$ cat src/rtl/mem_arb_pkg.sv
// Shared types and constants for the IF/MEM memory port arbiter.
package mem_arb_pkg;
   localparam int WAIT_CNT_W = 4;

   typedef enum logic [1:0] {IDLE, ACCESS, DONE} arb_state_t;
   typedef enum logic [1:0] {OWN_NONE, OWN_IF, OWN_D} arb_owner_t;
endpackage

$ cat src/rtl/mem_port_arbiter_if.sv
// CPU-stage request/response and memory-side signals of the shared port.
// master = requesters + memory array, slave = the arbiter.
interface mem_port_arbiter_if #(
   parameter int ADDR_W = 32,
   parameter int DATA_W = 32
);
   logic              if_req;
   logic [ADDR_W-1:0] if_addr;
   logic [DATA_W-1:0] if_rdata;
   logic              if_valid;
   logic              d_req;
   logic              d_we;
   logic [ADDR_W-1:0] d_addr;
   logic [DATA_W-1:0] d_wdata;
   logic [DATA_W-1:0] d_rdata;
   logic              d_valid;
   logic              mem_en;
   logic              mem_we;
   logic [ADDR_W-1:0] mem_addr;
   logic [DATA_W-1:0] mem_wdata;
   logic [DATA_W-1:0] mem_rdata;
   logic              stall_if;
   logic              stall_mem;

   modport master (
      output if_req, if_addr, d_req, d_we, d_addr, d_wdata, mem_rdata,
      input  if_rdata, if_valid, d_rdata, d_valid,
      input  mem_en, mem_we, mem_addr, mem_wdata, stall_if, stall_mem
   );

   modport slave (
      input  if_req, if_addr, d_req, d_we, d_addr, d_wdata, mem_rdata,
      output if_rdata, if_valid, d_rdata, d_valid,
      output mem_en, mem_we, mem_addr, mem_wdata, stall_if, stall_mem
   );
endinterface

$ cat src/rtl/mem_arb_wait_cnt.sv
// Loadable down-counter timing one memory access; last flags the final cycle.
module mem_arb_wait_cnt
   import mem_arb_pkg::*;
(
   input  logic                  clk,
   input  logic                  reset,
   input  logic                  load,
   input  logic [WAIT_CNT_W-1:0] loadVal,
   input  logic                  dec,
   output logic [WAIT_CNT_W-1:0] cnt,
   output logic                  last
);
   always_ff @(posedge clk) begin
      if (reset)
         cnt <= '0;
      else if (load)
         cnt <= loadVal;
      else if (dec && cnt != '0)
         cnt <= cnt - WAIT_CNT_W'(1);
   end

   assign last = (cnt == '0);
endmodule

$ cat src/rtl/mem_port_arbiter.sv
// Arbitrates one single-port memory between fetch (IF) and data (MEM) stages.
// Define MEM_ARB_STARVE_GUARD_EN to bound consecutive data grants while a fetch waits.
module mem_port_arbiter
   import mem_arb_pkg::*;
#(
   parameter int ADDR_W          = 32,
   parameter int DATA_W          = 32,
   parameter int WAIT_STATES     = 1,
   parameter int MAX_DATA_STREAK = 4
) (
   input logic clk,
   input logic reset,
   mem_port_arbiter_if.slave bus
);
   arb_state_t            state, stateNext;
   arb_owner_t            owner;
   logic                  ownerWe;
   logic                  grantD, grantIf, grant;
   logic                  dWins;
   logic                  inAccess, accessLast;
   logic [WAIT_CNT_W-1:0] cnt;
   logic                  cntLast;

   logic                  memEn, memWe;
   logic [ADDR_W-1:0]     memAddr;
   logic [DATA_W-1:0]     memWdata, ifRdata, dRdata;
   logic                  ifValid, dValid;

`ifdef MEM_ARB_STARVE_GUARD_EN
   logic [3:0] streak;
   logic       streakFull;

   assign streakFull = (streak == 4'(MAX_DATA_STREAK));
   assign dWins      = bus.d_req & ~(bus.if_req & streakFull);

   always_ff @(posedge clk) begin
      if (reset)
         streak <= '0;
      else if (state == IDLE) begin
         if (!bus.if_req || grantIf)
            streak <= '0;
         else if (grantD && !streakFull)
            streak <= streak + 4'd1;
      end
   end
`else
   logic [31:0] unusedStreakCfg;

   assign unusedStreakCfg = 32'(MAX_DATA_STREAK);
   assign dWins           = bus.d_req;
`endif

   assign grantD     = (state == IDLE) & dWins;
   assign grantIf    = (state == IDLE) & bus.if_req & ~dWins;
   assign grant      = grantD | grantIf;
   assign inAccess   = (state == ACCESS);
   assign accessLast = inAccess & cntLast;

   mem_arb_wait_cnt u_waitCnt (
      .clk     (clk),
      .reset   (reset),
      .load    (grant),
      .loadVal (WAIT_CNT_W'(WAIT_STATES)),
      .dec     (inAccess),
      .cnt     (cnt),
      .last    (cntLast)
   );

   always_ff @(posedge clk) begin
      if (reset)
         state <= IDLE;
      else
         state <= stateNext;
   end

   always_comb begin
      stateNext = state;
      case (state)
         IDLE:    if (grant) stateNext = ACCESS;
         ACCESS:  if (cntLast) stateNext = DONE;
         DONE:    stateNext = IDLE;
         default: stateNext = IDLE;
      endcase
   end

   // Outputs are registered one cycle ahead: the strobe for the last ACCESS
   // cycle is set while the counter still reads 1 (or at grant if no waits).
   always_ff @(posedge clk) begin
      if (reset) begin
         owner    <= OWN_NONE;
         ownerWe  <= 1'b0;
         memEn    <= 1'b0;
         memWe    <= 1'b0;
         memAddr  <= '0;
         memWdata <= '0;
         ifRdata  <= '0;
         dRdata   <= '0;
         ifValid  <= 1'b0;
         dValid   <= 1'b0;
      end else begin
         memEn   <= grant | (inAccess & ~cntLast);
         memWe   <= (grantD & bus.d_we & (WAIT_STATES == 0)) |
                    (inAccess & ownerWe & (cnt == WAIT_CNT_W'(1)));
         ifValid <= accessLast & (owner == OWN_IF);
         dValid  <= accessLast & (owner == OWN_D);
         if (grant) begin
            owner   <= grantD ? OWN_D : OWN_IF;
            ownerWe <= grantD & bus.d_we;
            memAddr <= grantD ? bus.d_addr : bus.if_addr;
            if (grantD)
               memWdata <= bus.d_wdata;
         end
         if (accessLast) begin
            if (owner == OWN_IF)
               ifRdata <= bus.mem_rdata;
            else if (owner == OWN_D && !ownerWe)
               dRdata <= bus.mem_rdata;
         end
      end
   end

   assign bus.mem_en    = memEn;
   assign bus.mem_we    = memWe;
   assign bus.mem_addr  = memAddr;
   assign bus.mem_wdata = memWdata;
   assign bus.if_rdata  = ifRdata;
   assign bus.d_rdata   = dRdata;
   assign bus.if_valid  = ifValid;
   assign bus.d_valid   = dValid;
   assign bus.stall_if  = bus.if_req & ~ifValid;
   assign bus.stall_mem = bus.d_req & ~dValid;
endmodule

$ cat src/flat_wrapper.sv
// flat-port wrapper written by rule: the top's interface ports become plain ports
module mem_port_arbiter_flat import mem_arb_pkg::*;
#(
   parameter int ADDR_W          = 32,
   parameter int DATA_W          = 32,
   parameter int WAIT_STATES     = 1,
   parameter int MAX_DATA_STREAK = 4
)
  (clk, reset, bus_if_req, bus_if_addr, bus_d_req, bus_d_we, bus_d_addr, bus_d_wdata, bus_mem_rdata, bus_if_rdata, bus_if_valid, bus_d_rdata, bus_d_valid, bus_mem_en, bus_mem_we, bus_mem_addr, bus_mem_wdata, bus_stall_if, bus_stall_mem);
  mem_port_arbiter_if #(.ADDR_W(ADDR_W), .DATA_W(DATA_W)) bus_i ();
  input logic clk;
  input logic reset;
  input wire logic [$bits(bus_i.if_req)-1:0] bus_if_req;
  input wire logic [$bits(bus_i.if_addr)-1:0] bus_if_addr;
  input wire logic [$bits(bus_i.d_req)-1:0] bus_d_req;
  input wire logic [$bits(bus_i.d_we)-1:0] bus_d_we;
  input wire logic [$bits(bus_i.d_addr)-1:0] bus_d_addr;
  input wire logic [$bits(bus_i.d_wdata)-1:0] bus_d_wdata;
  input wire logic [$bits(bus_i.mem_rdata)-1:0] bus_mem_rdata;
  output wire logic [$bits(bus_i.if_rdata)-1:0] bus_if_rdata;
  output wire logic [$bits(bus_i.if_valid)-1:0] bus_if_valid;
  output wire logic [$bits(bus_i.d_rdata)-1:0] bus_d_rdata;
  output wire logic [$bits(bus_i.d_valid)-1:0] bus_d_valid;
  output wire logic [$bits(bus_i.mem_en)-1:0] bus_mem_en;
  output wire logic [$bits(bus_i.mem_we)-1:0] bus_mem_we;
  output wire logic [$bits(bus_i.mem_addr)-1:0] bus_mem_addr;
  output wire logic [$bits(bus_i.mem_wdata)-1:0] bus_mem_wdata;
  output wire logic [$bits(bus_i.stall_if)-1:0] bus_stall_if;
  output wire logic [$bits(bus_i.stall_mem)-1:0] bus_stall_mem;
  assign bus_i.if_req = bus_if_req;
  assign bus_i.if_addr = bus_if_addr;
  assign bus_i.d_req = bus_d_req;
  assign bus_i.d_we = bus_d_we;
  assign bus_i.d_addr = bus_d_addr;
  assign bus_i.d_wdata = bus_d_wdata;
  assign bus_i.mem_rdata = bus_mem_rdata;
  assign bus_if_rdata = bus_i.if_rdata;
  assign bus_if_valid = bus_i.if_valid;
  assign bus_d_rdata = bus_i.d_rdata;
  assign bus_d_valid = bus_i.d_valid;
  assign bus_mem_en = bus_i.mem_en;
  assign bus_mem_we = bus_i.mem_we;
  assign bus_mem_addr = bus_i.mem_addr;
  assign bus_mem_wdata = bus_i.mem_wdata;
  assign bus_stall_if = bus_i.stall_if;
  assign bus_stall_mem = bus_i.stall_mem;
  mem_port_arbiter #(.ADDR_W(ADDR_W), .DATA_W(DATA_W), .WAIT_STATES(WAIT_STATES), .MAX_DATA_STREAK(MAX_DATA_STREAK)) u_core (.clk(clk), .reset(reset), .bus(bus_i));
endmodule
$ cat config.mk
export PLATFORM = sky130hd
export DESIGN_NAME = mem_port_arbiter_flat
export DESIGN_NICKNAME = d
export VERILOG_FILES = /design/src/rtl/mem_arb_pkg.sv /design/src/rtl/mem_port_arbiter_if.sv /design/src/rtl/mem_arb_wait_cnt.sv /design/src/rtl/mem_port_arbiter.sv /design/src/flat_wrapper.sv
export SDC_FILE = /design/constraint.sdc
export NUM_CORES = 1
export LEC_CHECK = 0
export ABC_AREA = 1
export CORE_UTILIZATION = 31
export CTS_BUF_LIST = sky130_fd_sc_hd__clkbuf_2
export DETAILED_ROUTE_END_ITERATION = 16
export PLACE_DENSITY = 0.71
export SLEW_MARGIN = 20
export SYNTH_ARGS = -nofsm -noshare
export SYNTH_HDL_FRONTEND = slang
export SYNTH_SLANG_ARGS = --single-unit
$ cat constraint.sdc
create_clock -name clk -period 1.3 [get_ports clk]
set_input_delay 0.26 -clock clk [delete_from_list [all_inputs] [get_ports clk]]
set_output_delay 0.26 -clock clk [all_outputs]
set_load 0.1 [all_outputs]
==> flow_summary.json <==
{
  "result_of_the_run": "finished with violations",
  "violations_in_the_final_reports": "negative setup slack",
  "die_y_um": 139,
  "synth.net_count": 969,
  "synth_top_cells_by_count": "sky130_fd_sc_hd__nand2_1 (241), sky130_fd_sc_hd__nor2_1 (203), sky130_fd_sc_hd__dfxtp_1 (141)",
  "cts_tree": "yes",
  "power_density_nw_per_um2": 1140,
  "number_of_antenna_violations_at_the_first_check_in_global_routing": 1,
  "synth.area.top_cells": "sky130_fd_sc_hd__dfxtp_1 (48%), sky130_fd_sc_hd__nand2_1 (15%), sky130_fd_sc_hd__nor2_1 (13%)",
  "post-synth-top-count-cell": "sky130_fd_sc_hd__nand2_1",
  "cts-root-to-sink-buffers": 2,
  "globalRouteTotalUtil": 0.209,
  "postSynth.asyncResetShare": 0,
  "critical_path.cell_chain": "clkdlybuf4s50_1, inv_1, nor2_4, buf_12",
  "place_ws_ns": -0.299,
  "post_synth.cell_area_avg_um2": 7.01,
  "wl_um": 21300,
  "critical_path_peak_fanout": 4,
  "drt_drc_violations_left": 0,
  "reg2reg_depth": 11,
  "cts_hold_repair.buffers": 0,
  "ios": 267,
  "clk_pin_slew_worst_paths_ns": 0.24,
  "hold_path_depth": 3,
  "layout.filler_cells": 1445,
  "dominantRegCellSynth": "sky130_fd_sc_hd__dfxtp_1",
  "synth_seq_cells": 141,
  "multi_input_area_um2": 2860,
  "grt_setup_unrepaired": "true",
  "finalNetCount": 1278,
  "grt_remaining_overflow": 0,
  "maxCapViolations": 0,
  "critPathCaptureType": "output pin",
  "worst-setup-path-type": "input port to output pin",
  "yosys.area.top_type": "sky130_fd_sc_hd__dfxtp_1",
  "finalSetupViolCount": 200,
  "critical_path.startpoint_type": "input port",
  "drt_first_pass_iters": 4,
  "skew_ns": 0.0356,
  "netlist_instances": 834,
  "timing.final.crit_share": 1.30,
  "fmax_ghz": 0.593,
  "cts_root_buffer": "sky130_fd_sc_hd__clkbuf_2",
  "floorplan.rows": 49,
  "ant_nets": 0,
  "pleak_uw": 0.00517,
  "numClockSinks": 141,
  "utilization": 0.648,
  "area_delta_synth_final_pct": 102,
  "initial_core_util": 0.321,
  "crit_path_top_delay_cell": "sky130_fd_sc_hd__clkdlybuf4s50_1",
  "final_max_slew_viol_count": 0,
  "io_buffer_count": 266,
  "gp_routability_congestion": 0.798,
  "drive_gt1_frac": 0.403,
  "grt_start_max_net_pins": 86,
  "seqCellArea_um2": 3020,
  "vias_in_the_first_global_route": 6207,
  "min-delay-path-class": "input port to flip-flop",
  "dp_hpwl_um": 13200,
  "setup_total_negative_slack_ns": -41.26,
  "die_width_um": 139,
  "slew-limit-headroom": 0.698,
  "crit_path_buf_inv_count": 3,
  "grt_pass1_wl_um": 31700,
  "finalHoldViolations": 0,
  "timing.final.crit_period_ns": 1.69,
  "crit_path_max_incr_delay_ns": 0.65,
  "critPathArrivalTime_ns": 1.43,
  "die-area_um2": 19400,
  "number_of_flops_mapped_to_enable_cells_by_yosys": 0,
  "worstSkewPairLatency_ns": 0.71,
  "viasPerCell": 4.64,
  "floorplan.core_area_um2": 18200,
  "drt_iter0_drc": 238,
  "cp.required_ns": 1.04,
  "tritoncts.num_buffers": 17,
  "holdWs_ns": 0.105,
  "timing.critical_path.depth": 4,
  "wl_per_cell_um": 15.4,
  "htreeDepth": 4,
  "yosys.area.top_type_share": 0.483,
  "path_delay_family": "buffers and inverters",
  "ys_warnings": 0,
  "synth.distinct_cells": 26,
  "synth_cell_area_um2": 5850,
  "vdd_ir_drop_max_mv": 0.792,
  "layout_setup_ws_ns": -0.386,
  "route.vias.total": 6426,
  "worstMarginPinSlew_ns": 0.453,
  "seq_area_frac_synth": 0.483
}
metrics by stage:
stage / instances / cell area (um^2) / power, uW
floorplan: 834 / 5880 / 7960
global placement: 1318 / 10300 / 10100
detailed placement: 1318 / 10300 / 10200
CTS: 1378 / 11400 / 13200
global route: 1386 / 11800 / 14000
finish: 1386 / 11800 / 13400
path summary, 6_finish.rpt:
kind	from	end	slack, ns
worst min register to register	u_core.owner[0]	u_core.bus.d_valid	0.48
worst min-delay path	bus_mem_rdata[20]	u_core.bus.d_rdata[20]	0.11
worst max register to register	u_core.u_waitCnt.cnt[1]	u_core.bus.d_rdata[21]	-0.23
worst max-delay path	bus_d_req	bus_stall_mem	-0.39
where the power goes:
part	internal (uW)	total (uW)	switching, uW
Combinational	2350	5750	3400
Sequential	4690	5020	322
Clock	903	2650	1750
Total	7940	13400	5470
cells by family (layout without fill, tap and decap cells):
family                   count (synthesis)  after routing  synth area share
flip-flops                             141            141             0.483
AND/OR/NAND/NOR                        534            534             0.388
buffers and inverters                  117            439            0.0886
XOR/XNOR                                 1              1           0.00150
other                                    0              1                 0
AO/OA/AOI/OAI                           39             39            0.0349
adder cells (fa/ha/maj)                  2              2           0.00428
layout make-up:
cell class                 instances  area share
multi-input combinational        576       0.242
antenna                            1    0.000212
clock buffer                      19     0.00805
clock inverter                    13      0.0121
inverter                          66      0.0227
sequential                       141       0.256
tap                              229      0.0243
timing repair buffer             341       0.435
layer usage:
layer  wire length, um  up-vias  track usage  part of all wire
li1                  -     3193            -                 -
met1              8060     2949        0.229              0.38
met2             10800      250        0.360              0.51
met3              1910       34       0.0881             0.090
met4               469        0       0.0743             0.022
met5                 0        -            0                 0
worst reg2reg max path, cell delays in order (launching register included):
cell and delay [ns]:
sky130_fd_sc_hd__dfxtp_2 0.36, sky130_fd_sc_hd__inv_2 0.07, sky130_fd_sc_hd__ha_4 0.16, sky130_fd_sc_hd__nand2_4 0.05, sky130_fd_sc_hd__nor2_4 0.12, sky130_fd_sc_hd__buf_12 0.12, sky130_fd_sc_hd__nand2_8 0.06, sky130_fd_sc_hd__buf_12 0.15
sky130_fd_sc_hd__buf_16 0.15, sky130_fd_sc_hd__nand2_4 0.06, sky130_fd_sc_hd__nand2_2 0.05, sky130_fd_sc_hd__nor2_1 0.14
state kept, by name, summed over array words and instances (netlist names):
| name | count |
|---|---|
| u_core.bus.d_rdata | 32 |
| u_core.bus.if_rdata | 32 |
| u_core.bus.mem_addr | 32 |
| u_core.bus.mem_wdata | 32 |
| u_core.u_waitCnt.cnt | 4 |
| u_core.owner | 2 |
| u_core.state | 2 |
| u_core.bus.d_valid | 1 |
| u_core.bus.if_valid | 1 |
| u_core.bus.mem_en | 1 |
| u_core.bus.mem_we | 1 |
| u_core.ownerWe | 1 |
layout by cell type (no fill, tap or decap), types with 5 or more instances in the layout:
cell / synthesis / final
sky130_fd_sc_hd__o21ai_0: 32 / 15
sky130_fd_sc_hd__nand2_2: 2 / 25
sky130_fd_sc_hd__buf_12: 0 / 150
sky130_fd_sc_hd__inv_2: 3 / 5
sky130_fd_sc_hd__dfxtp_1: 141 / 5
sky130_fd_sc_hd__dfxtp_2: 0 / 125
sky130_fd_sc_hd__clkdlybuf4s50_1: 0 / 132
sky130_fd_sc_hd__nand3_1: 23 / 23
sky130_fd_sc_hd__nor2_1: 203 / 171
sky130_fd_sc_hd__buf_16: 0 / 11
sky130_fd_sc_hd__nand4_1: 22 / 22
sky130_fd_sc_hd__dfxtp_4: 0 / 11
sky130_fd_sc_hd__o21ai_1: 0 / 16
sky130_fd_sc_hd__nor2_2: 1 / 19
sky130_fd_sc_hd__inv_1: 63 / 58
sky130_fd_sc_hd__nand2_4: 1 / 15
sky130_fd_sc_hd__nor2_4: 4 / 18
sky130_fd_sc_hd__nand3b_1: 33 / 33
sky130_fd_sc_hd__buf_6: 6 / 14
sky130_fd_sc_hd__nand2_1: 241 / 203
sky130_fd_sc_hd__buf_4: 2 / 27
sky130_fd_sc_hd__clkbuf_2: 0 / 19
what timing repair did:
| action | CTS | global route |
|---|---|---|
| resized for setup | 195 | 123 |
| pin swaps | 15 | 39 |
| buffers inserted | 18 | 7 |
| setup endpoints to repair | 210 | 252 |
| gates cloned | 12 | 6 |
(Power assumes the default switching activity.)
